## src/rtl/memcopy_pkg.sv

```systemverilog
// rtl/memcopy_pkg.sv - shared state encoding for the block-copy engine
package memcopy_pkg;

    typedef enum logic [1:0] {
        IDLE  = 2'd0,
        READ  = 2'd1,
        WRITE = 2'd2,
        DONE  = 2'd3
    } mc_state_t;

endpackage

```

## src/rtl/mem_copy_engine.sv

```systemverilog
// rtl/mem_copy_engine.sv - block-copy engine owning the data-memory port (optional fill: MEMCOPY_FILL_EN)
module mem_copy_engine
    import memcopy_pkg::*;
#(
    parameter int W = 8,
    parameter int A = 8
) (
    input  logic         Clk,
    input  logic         Reset,
    input  logic         Start,
    input  logic [A-1:0] SrcAddr,
    input  logic [A-1:0] DstAddr,
    input  logic [A-1:0] Length,
`ifdef MEMCOPY_FILL_EN
    input  logic         FillMode,
    input  logic [W-1:0] FillValue,
`endif
    output logic         Busy,
    output logic         Done,
    input  logic         CpuWriteEn,
    input  logic [A-1:0] CpuAddress,
    input  logic [W-1:0] CpuDataIn,
    output logic [W-1:0] CpuDataOut,
    output logic         MemWriteEn,
    output logic [A-1:0] MemAddress,
    output logic [W-1:0] MemDataIn,
    input  logic [W-1:0] MemDataOut
);

    mc_state_t    state_q, state_d;
    logic [A-1:0] src_q, src_d;
    logic [A-1:0] dst_q, dst_d;
    logic [A-1:0] count_q, count_d;
    logic [W-1:0] hold_q, hold_d;
    logic         fill_q, fill_d;

    logic         fill_mode_in;
    logic [W-1:0] fill_value_in;

`ifdef MEMCOPY_FILL_EN
    assign fill_mode_in  = FillMode;
    assign fill_value_in = FillValue;
`else
    assign fill_mode_in  = 1'b0;
    assign fill_value_in = '0;
`endif

    // State register; reset aborts any copy in flight straight back to IDLE
    always_ff @(posedge Clk) begin
        if (Reset) begin
            state_q <= IDLE;
        end else begin
            state_q <= state_d;
        end
    end

    // Pointer, count and hold registers
    always_ff @(posedge Clk) begin
        if (Reset) begin
            src_q   <= '0;
            dst_q   <= '0;
            count_q <= '0;
            hold_q  <= '0;
            fill_q  <= 1'b0;
        end else begin
            src_q   <= src_d;
            dst_q   <= dst_d;
            count_q <= count_d;
            hold_q  <= hold_d;
            fill_q  <= fill_d;
        end
    end

    // Next state: fill mode preloads hold with the fill word and never visits READ
    always_comb begin
        state_d = state_q;
        src_d   = src_q;
        dst_d   = dst_q;
        count_d = count_q;
        hold_d  = hold_q;
        fill_d  = fill_q;
        case (state_q)
            IDLE: begin
                if (Start) begin
                    src_d   = SrcAddr;
                    dst_d   = DstAddr;
                    count_d = Length;
                    fill_d  = fill_mode_in;
                    hold_d  = fill_value_in;
                    if (Length == '0) begin
                        state_d = DONE;
                    end else if (fill_mode_in) begin
                        state_d = WRITE;
                    end else begin
                        state_d = READ;
                    end
                end
            end
            READ: begin
                hold_d  = MemDataOut;
                src_d   = src_q + A'(1);
                state_d = WRITE;
            end
            WRITE: begin
                dst_d   = dst_q + A'(1);
                count_d = count_q - A'(1);
                if (count_q == A'(1)) begin
                    state_d = DONE;
                end else if (fill_q) begin
                    state_d = WRITE;
                end else begin
                    state_d = READ;
                end
            end
            default: begin
                state_d = IDLE;
            end
        endcase
    end

    // Port mux: CPU owns memory when idle; no write may land during a reset cycle
    always_comb begin
        Busy       = 1'b1;
        Done       = 1'b0;
        MemWriteEn = 1'b0;
        MemAddress = '0;
        MemDataIn  = '0;
        CpuDataOut = '0;
        case (state_q)
            IDLE: begin
                Busy       = 1'b0;
                MemWriteEn = CpuWriteEn & ~Reset;
                MemAddress = CpuAddress;
                MemDataIn  = CpuDataIn;
                CpuDataOut = MemDataOut;
            end
            READ: begin
                MemAddress = src_q;
            end
            WRITE: begin
                MemAddress = dst_q;
                MemDataIn  = hold_q;
                MemWriteEn = ~Reset;
            end
            default: begin
                Done = 1'b1;
            end
        endcase
    end

endmodule

```

## config.mk

```make
export PLATFORM = sky130hd
export DESIGN_NAME = mem_copy_engine
export DESIGN_NICKNAME = d
export VERILOG_FILES = /design/src/rtl/memcopy_pkg.sv /design/src/rtl/mem_copy_engine.sv
export SDC_FILE = /design/constraint.sdc
export NUM_CORES = 1
export LEC_CHECK = 0
export BUFFER_PORTS_ARGS = -buffer_cell sky130_fd_sc_hd__buf_2
export CAP_MARGIN = 20
export CORE_UTILIZATION = 45
export CTS_CLUSTER_DIAMETER = 50
export DETAILED_ROUTE_END_ITERATION = 16
export GPL_TIMING_DRIVEN = 1
export PLACE_DENSITY = 0.87
export SLEW_MARGIN = 10
export SYNTH_ARGS = -nofsm -noshare
export SYNTH_HDL_FRONTEND = slang
export SYNTH_SLANG_ARGS = --single-unit
```

## constraint.sdc

```tcl
create_clock -name Clk -period 1.3 [get_ports Clk]
set_input_delay 0.065 -clock Clk [delete_from_list [all_inputs] [get_ports Clk]]
set_output_delay 0.065 -clock Clk [all_outputs]
set_load 0.005 [all_outputs]
```

# Word-level counts from Yosys, hierarchy flattened
# Cells that the tools add are included.
dict set report totals {
  romBits 0
  register_bits 34
  out_inout_bits 27
  ram_bits 0
  n_memories 0
  latchBits 0
  input_bits 52
}
dict set report op_classes {
  n_mul 0
  mux 18
  reduce_logical 7
  n_eq_ne 4
  addsub 3
  div 0
  bitwise 2
  order_cmp 0
  n_shift 0
}
# operator count
set ops {}
lappend ops {{$pmux W8 S2} 5}
lappend ops {{$mux W8} 5}
lappend ops {{$pmux W8 S3} 1}
lappend ops {{$add A8 B1 Y8 const B} 2}
lappend ops {{$eq A8 B1 Y1 const B} 1}
lappend ops {{$logic_not A8 Y1} 1}
lappend ops {{$sub A8 B1 Y8 const B} 1}
lappend ops {{$mux W2} 3}
lappend ops {{$pmux W2 S3} 1}
lappend ops {{$reduce_and A2 Y1} 2}
lappend ops {{$reduce_bool A2 Y1} 2}
lappend ops {{$reduce_or A3 Y1} 1}
lappend ops {{$eq A2 B1 Y1 const B} 1}
lappend ops {{$eq A2 B2 Y1 const B} 1}
lappend ops {{$logic_not A2 Y1} 1}
lappend ops {{$mux W1} 2}
lappend ops {{$ne A2 B2 Y1 const B} 1}
lappend ops {{$pmux W1 S2} 1}
lappend ops {{$and A1 B1 Y1} 1}
lappend ops {{$not A1 Y1} 1}

# Depth between registers and ports, before layout
dict set report depth {
  depth_word 4
  mapped_depth 7
  ltp_nobuf 6
}

# Least setup slack after synthesis
# No wires, ideal clock.
dict set report synth_timing {
  path_kind {register -> register}
  from {register src_q[0]}
  to {register src_q[2]}
  synth_period_minus_slack_ns 1.306
  t_arrival_ns 1.236
  n_path_buf 0
  required_time_ns 1.230
  stages_incl_launch_ff 6
  path_slack_ns -0.006
  path_cell_list {dfxtp_1 ha_1 nor4bb_1 a21oi_1 or2_1 a21oi_1}
}
dict set report synth_via {
  elab_chain_cells 2
}
# item line
set synth_lines {}
lappend synth_lines {{from (decl)} mem_copy_engine.sv:31} ;# logic [A-1:0] src_q, src_d;
lappend synth_lines {{from (signal assigned)} mem_copy_engine.sv:66} ;# src_q <= src_d;
lappend synth_lines {{$add A8 B1 Y8} mem_copy_engine.sv:101} ;# src_d = src_q + A'(1);
lappend synth_lines {{$pmux W8 S2} mem_copy_engine.sv:82} ;# case (state_q)
# Every way passes these cells.
# A chain may end at the register's enable or synchronous reset.

# Final worst setup path
dict set report layout_timing {
  from {register state_q[1]}
  to {output MemAddress[6]}
}
dict set report layout_via {
  elab_chain_cells 2
  word_cells_on_any_way 4
}
# item line
set layout_lines {}
lappend layout_lines {{from (decl)} mem_copy_engine.sv:30} ;# mc_state_t state_q, state_d;
lappend layout_lines {{from (signal assigned)} mem_copy_engine.sv:53} ;# state_q <= state_d;
lappend layout_lines {{$eq A2 B2 Y1 (tied with other cells)} mem_copy_engine.sv:129} ;# case (state_q)
lappend layout_lines {{$pmux W8 S3 *} mem_copy_engine.sv:129}
lappend layout_lines {{to (decl)} mem_copy_engine.sv:25} ;# output logic [A-1:0] MemAddress,
# Mark *: on every way between the ends. The rest lies on a longest branch, timed or not.

==> impl_metrics.ini <==
[status]
status = finished, violations left
violations = setup timing

[floorplanning]
rows = 25
fp.dieArea_um2 = 5330
die_h_um = 73.0
initial_core_util_pct = 47.5
core_um2 = 4790
io_pins = 79
die_x_um = 73.0

[global_routing]
grt_pass1_vias = 2737
track_usage_pct = 33.0
antenna_found_initial = 0
grt_pass1_wl_um = 13300
grt.overflow.total = 0
grt_start_max_net_pins = 27

[sta]
tightest_slew_ps = 546
whs_ps = 41.8
fmax_mhz = 643
fin_tns_setup_ps = -7370
fin_crit_ps = 1550
setup_viol = 59
hold_violations = 0
fin_crit_sh_pct = 120
fin_ws_ps = -255
slew_viol_final = 0
rsz0062_at_grt = true
fin_skew_ps = 10.7
relSlewSlack_pct = 63.5

[power_and_ir_drop]
p_leak_nw = 1.60
power_density_nw_per_um2 = 913
vdd_drop_max_v = 0.000656
fin_total_pwr_mw = 3.45

[synthesis]
synth.area.top_cells = dfxtp_1 30%, mux2i_1 7.1%, nor2_1 6.4%, a21oi_1 6.2%, and2_1 3.0%
synth_largest_area_cell = dfxtp_1
seq_area_frac_synth_pct = 30.0
synth_cell_types = 55
async_flop_share_pct = 0
yosysTopAreaCellShare_pct = 30.0
syn_area_um2 = 2270
ys_ff_latch = 34
synthFlopType = dfxtp_1
ys_warn_count = 0
syn_avg_cell_area_um2 = 7.91
synth_enable_flop_cells = 0
postSynthCellCount = 287
syn-num-nets = 343

[route]
drt_iter0_markers = 514
route.vias.total = 3156
ant_nets = 0
vias_per_cell = 6.53
drc = 0
wl_um = 10700
wl_per_cell_um = 22.2
dr.pass1.iters = 5

[clock_network]
clock_latency_ps = 310
root_buffer = clkbuf_8
cts_tree = built
clk_pin_slew_worst_paths_ps = 70
cts_buffers = 5
clk_path_buf_depth = 2
clock_sinks = 34
holdBufCountCts = 0
h-tree-depth = 2

[finish]
nets = 471
design_area_um2 = 3780
area_growth_pct = 66.4
antennaDiodeCount = 0
layout_commonest_cell = buf_2
drive_gt1_share_pct = 54.8
fin_cells = 483
layout_common_cells = 78 x buf_2, 36 x buf_4, 31 x nor2_1
nFillCells = 247

[placed_design]
place_inst = 443
detailed_place.area_um2 = 2890
hpwl_um = 4970
place_congestion = 0.886
place.port_buffers = 78

[setup_path]
worstPathRequired_ps = 1240
critPathKind = reg -> out
end_kind = output port
worstPathMaxFanout = 6
crit_arrival_ps = 1490
cp-start-kind = flop

[flow_run]
drv_cap = 0

[hold_path]
hp-class = in -> reg
==> worst max-delay path, stage by stage (launching register included) <==
cell and delay [ps]:
dfxtp_4 430, buf_12 150, mux2i_2 300, o21ai_0 150, buf_2 150
==> path summary, 6_finish.rpt <==
kind / slack (ps) / to / startpoint / depth (start not counted)
setup / recovery: -250 / MemAddress[6] / state_q[1] / 4
hold / removal: 40 / hold_q[6] / MemDataOut[6] / 3
setup reg to reg: -180 / src_q[0] / state_q[1] / 5
hold reg to reg: 520 / count_q[7] / count_q[7] / 2
==> synth_stat cells (all sizes together), types with 2 or more instances <==
cell type,instances
o21a,2
nand2b,3
nand3,9
clkbuf,6
inv,9
ha,4
dfxtp,34
nor3b,3
o221a,4
o22ai,9
and3,2
a22oi,9
nor4,3
o22a,2
nor2b,4
nand4,2
a31oi,2
nor3,9
and2,11
or3,3
nor2,40
a21oi,28
buf,18
a21o,2
xnor2,4
o32ai,2
mux2i,16
a32oi,4
o21ai,7
o221ai,4
nand2,17
a221oi,2
==> flip-flops by register name, summed over array words and instances, names as in the netlist <==
name     count
count_q      8
dst_q        8
hold_q       8
src_q        8
state_q      2
==> metal layers <==
metal  routed length (um)  share of wire, %  global-route usage [%]  vias up
met5                    0                 0                       0        -
met4                  634               5.9                    17.9        0
met3                 1190                11                    6.91       81
met2                 5110                48                    58.1      288
met1                 3770                35                    37.0     1479
li1                     -                 -                       -     1308
==> where the power goes <==
| group | internal (mW) | total (mW) | switching, mW |
|---|---|---|---|
| Clock | 0.428 | 0.863 | 0.435 |
| Combinational | 0.669 | 1.35 | 0.680 |
| Sequential | 1.13 | 1.24 | 0.113 |
| Total | 2.22 | 3.45 | 1.23 |
==> stage by stage <==
| stage | utilization, % | worst slack (ps) |
|---|---|---|
| 2_1_floorplan | - | 12.5 |
| 3_5_place_dp | 60.3 | -63.6 |
| 6_report | 79.0 | -255 |
| 3_3_place_gp | 60.3 | 11.7 |
| 5_1_grt | 79.0 | -285 |
| 4_1_cts | 70.7 | -127 |
==> logic make-up after synthesis <==
logic type,Yosys count,share of synthesized area (%)
flip-flops,34,30.0
XOR/XNOR,5,1.93
multiplexers,17,7.71
AND/OR/NAND/NOR,111,25.5
adder cells (fa/ha/maj),4,2.20
buffers and inverters,33,7.49
AO/OA/AOI/OAI,83,25.2
==> cell type report <==
| cell class | count | area [um^2] | share of cell area, % |
|---|---|---|---|
| Clock inverter | 1 | 5.00 | 0.132 |
| Multi-Input combinational cell | 220 | 1790 | 47.3 |
| Sequential cell | 34 | 697 | 18.4 |
| Clock buffer | 7 | 86.3 | 2.28 |
| Tap cell | 67 | 83.8 | 2.22 |
| Inverter | 9 | 37.5 | 0.993 |
| Timing Repair Buffer | 145 | 1080 | 28.6 |
==> timing repair <==
item	in CTS	in global routing
cloned	4	3
pin swaps	15	20
setup buffers	15	12
resized for setup	52	71
endpoints found under the hold margin	0	0
setup endpoints to repair	48	59
Note: power is estimated with default switching activity, not from simulation.
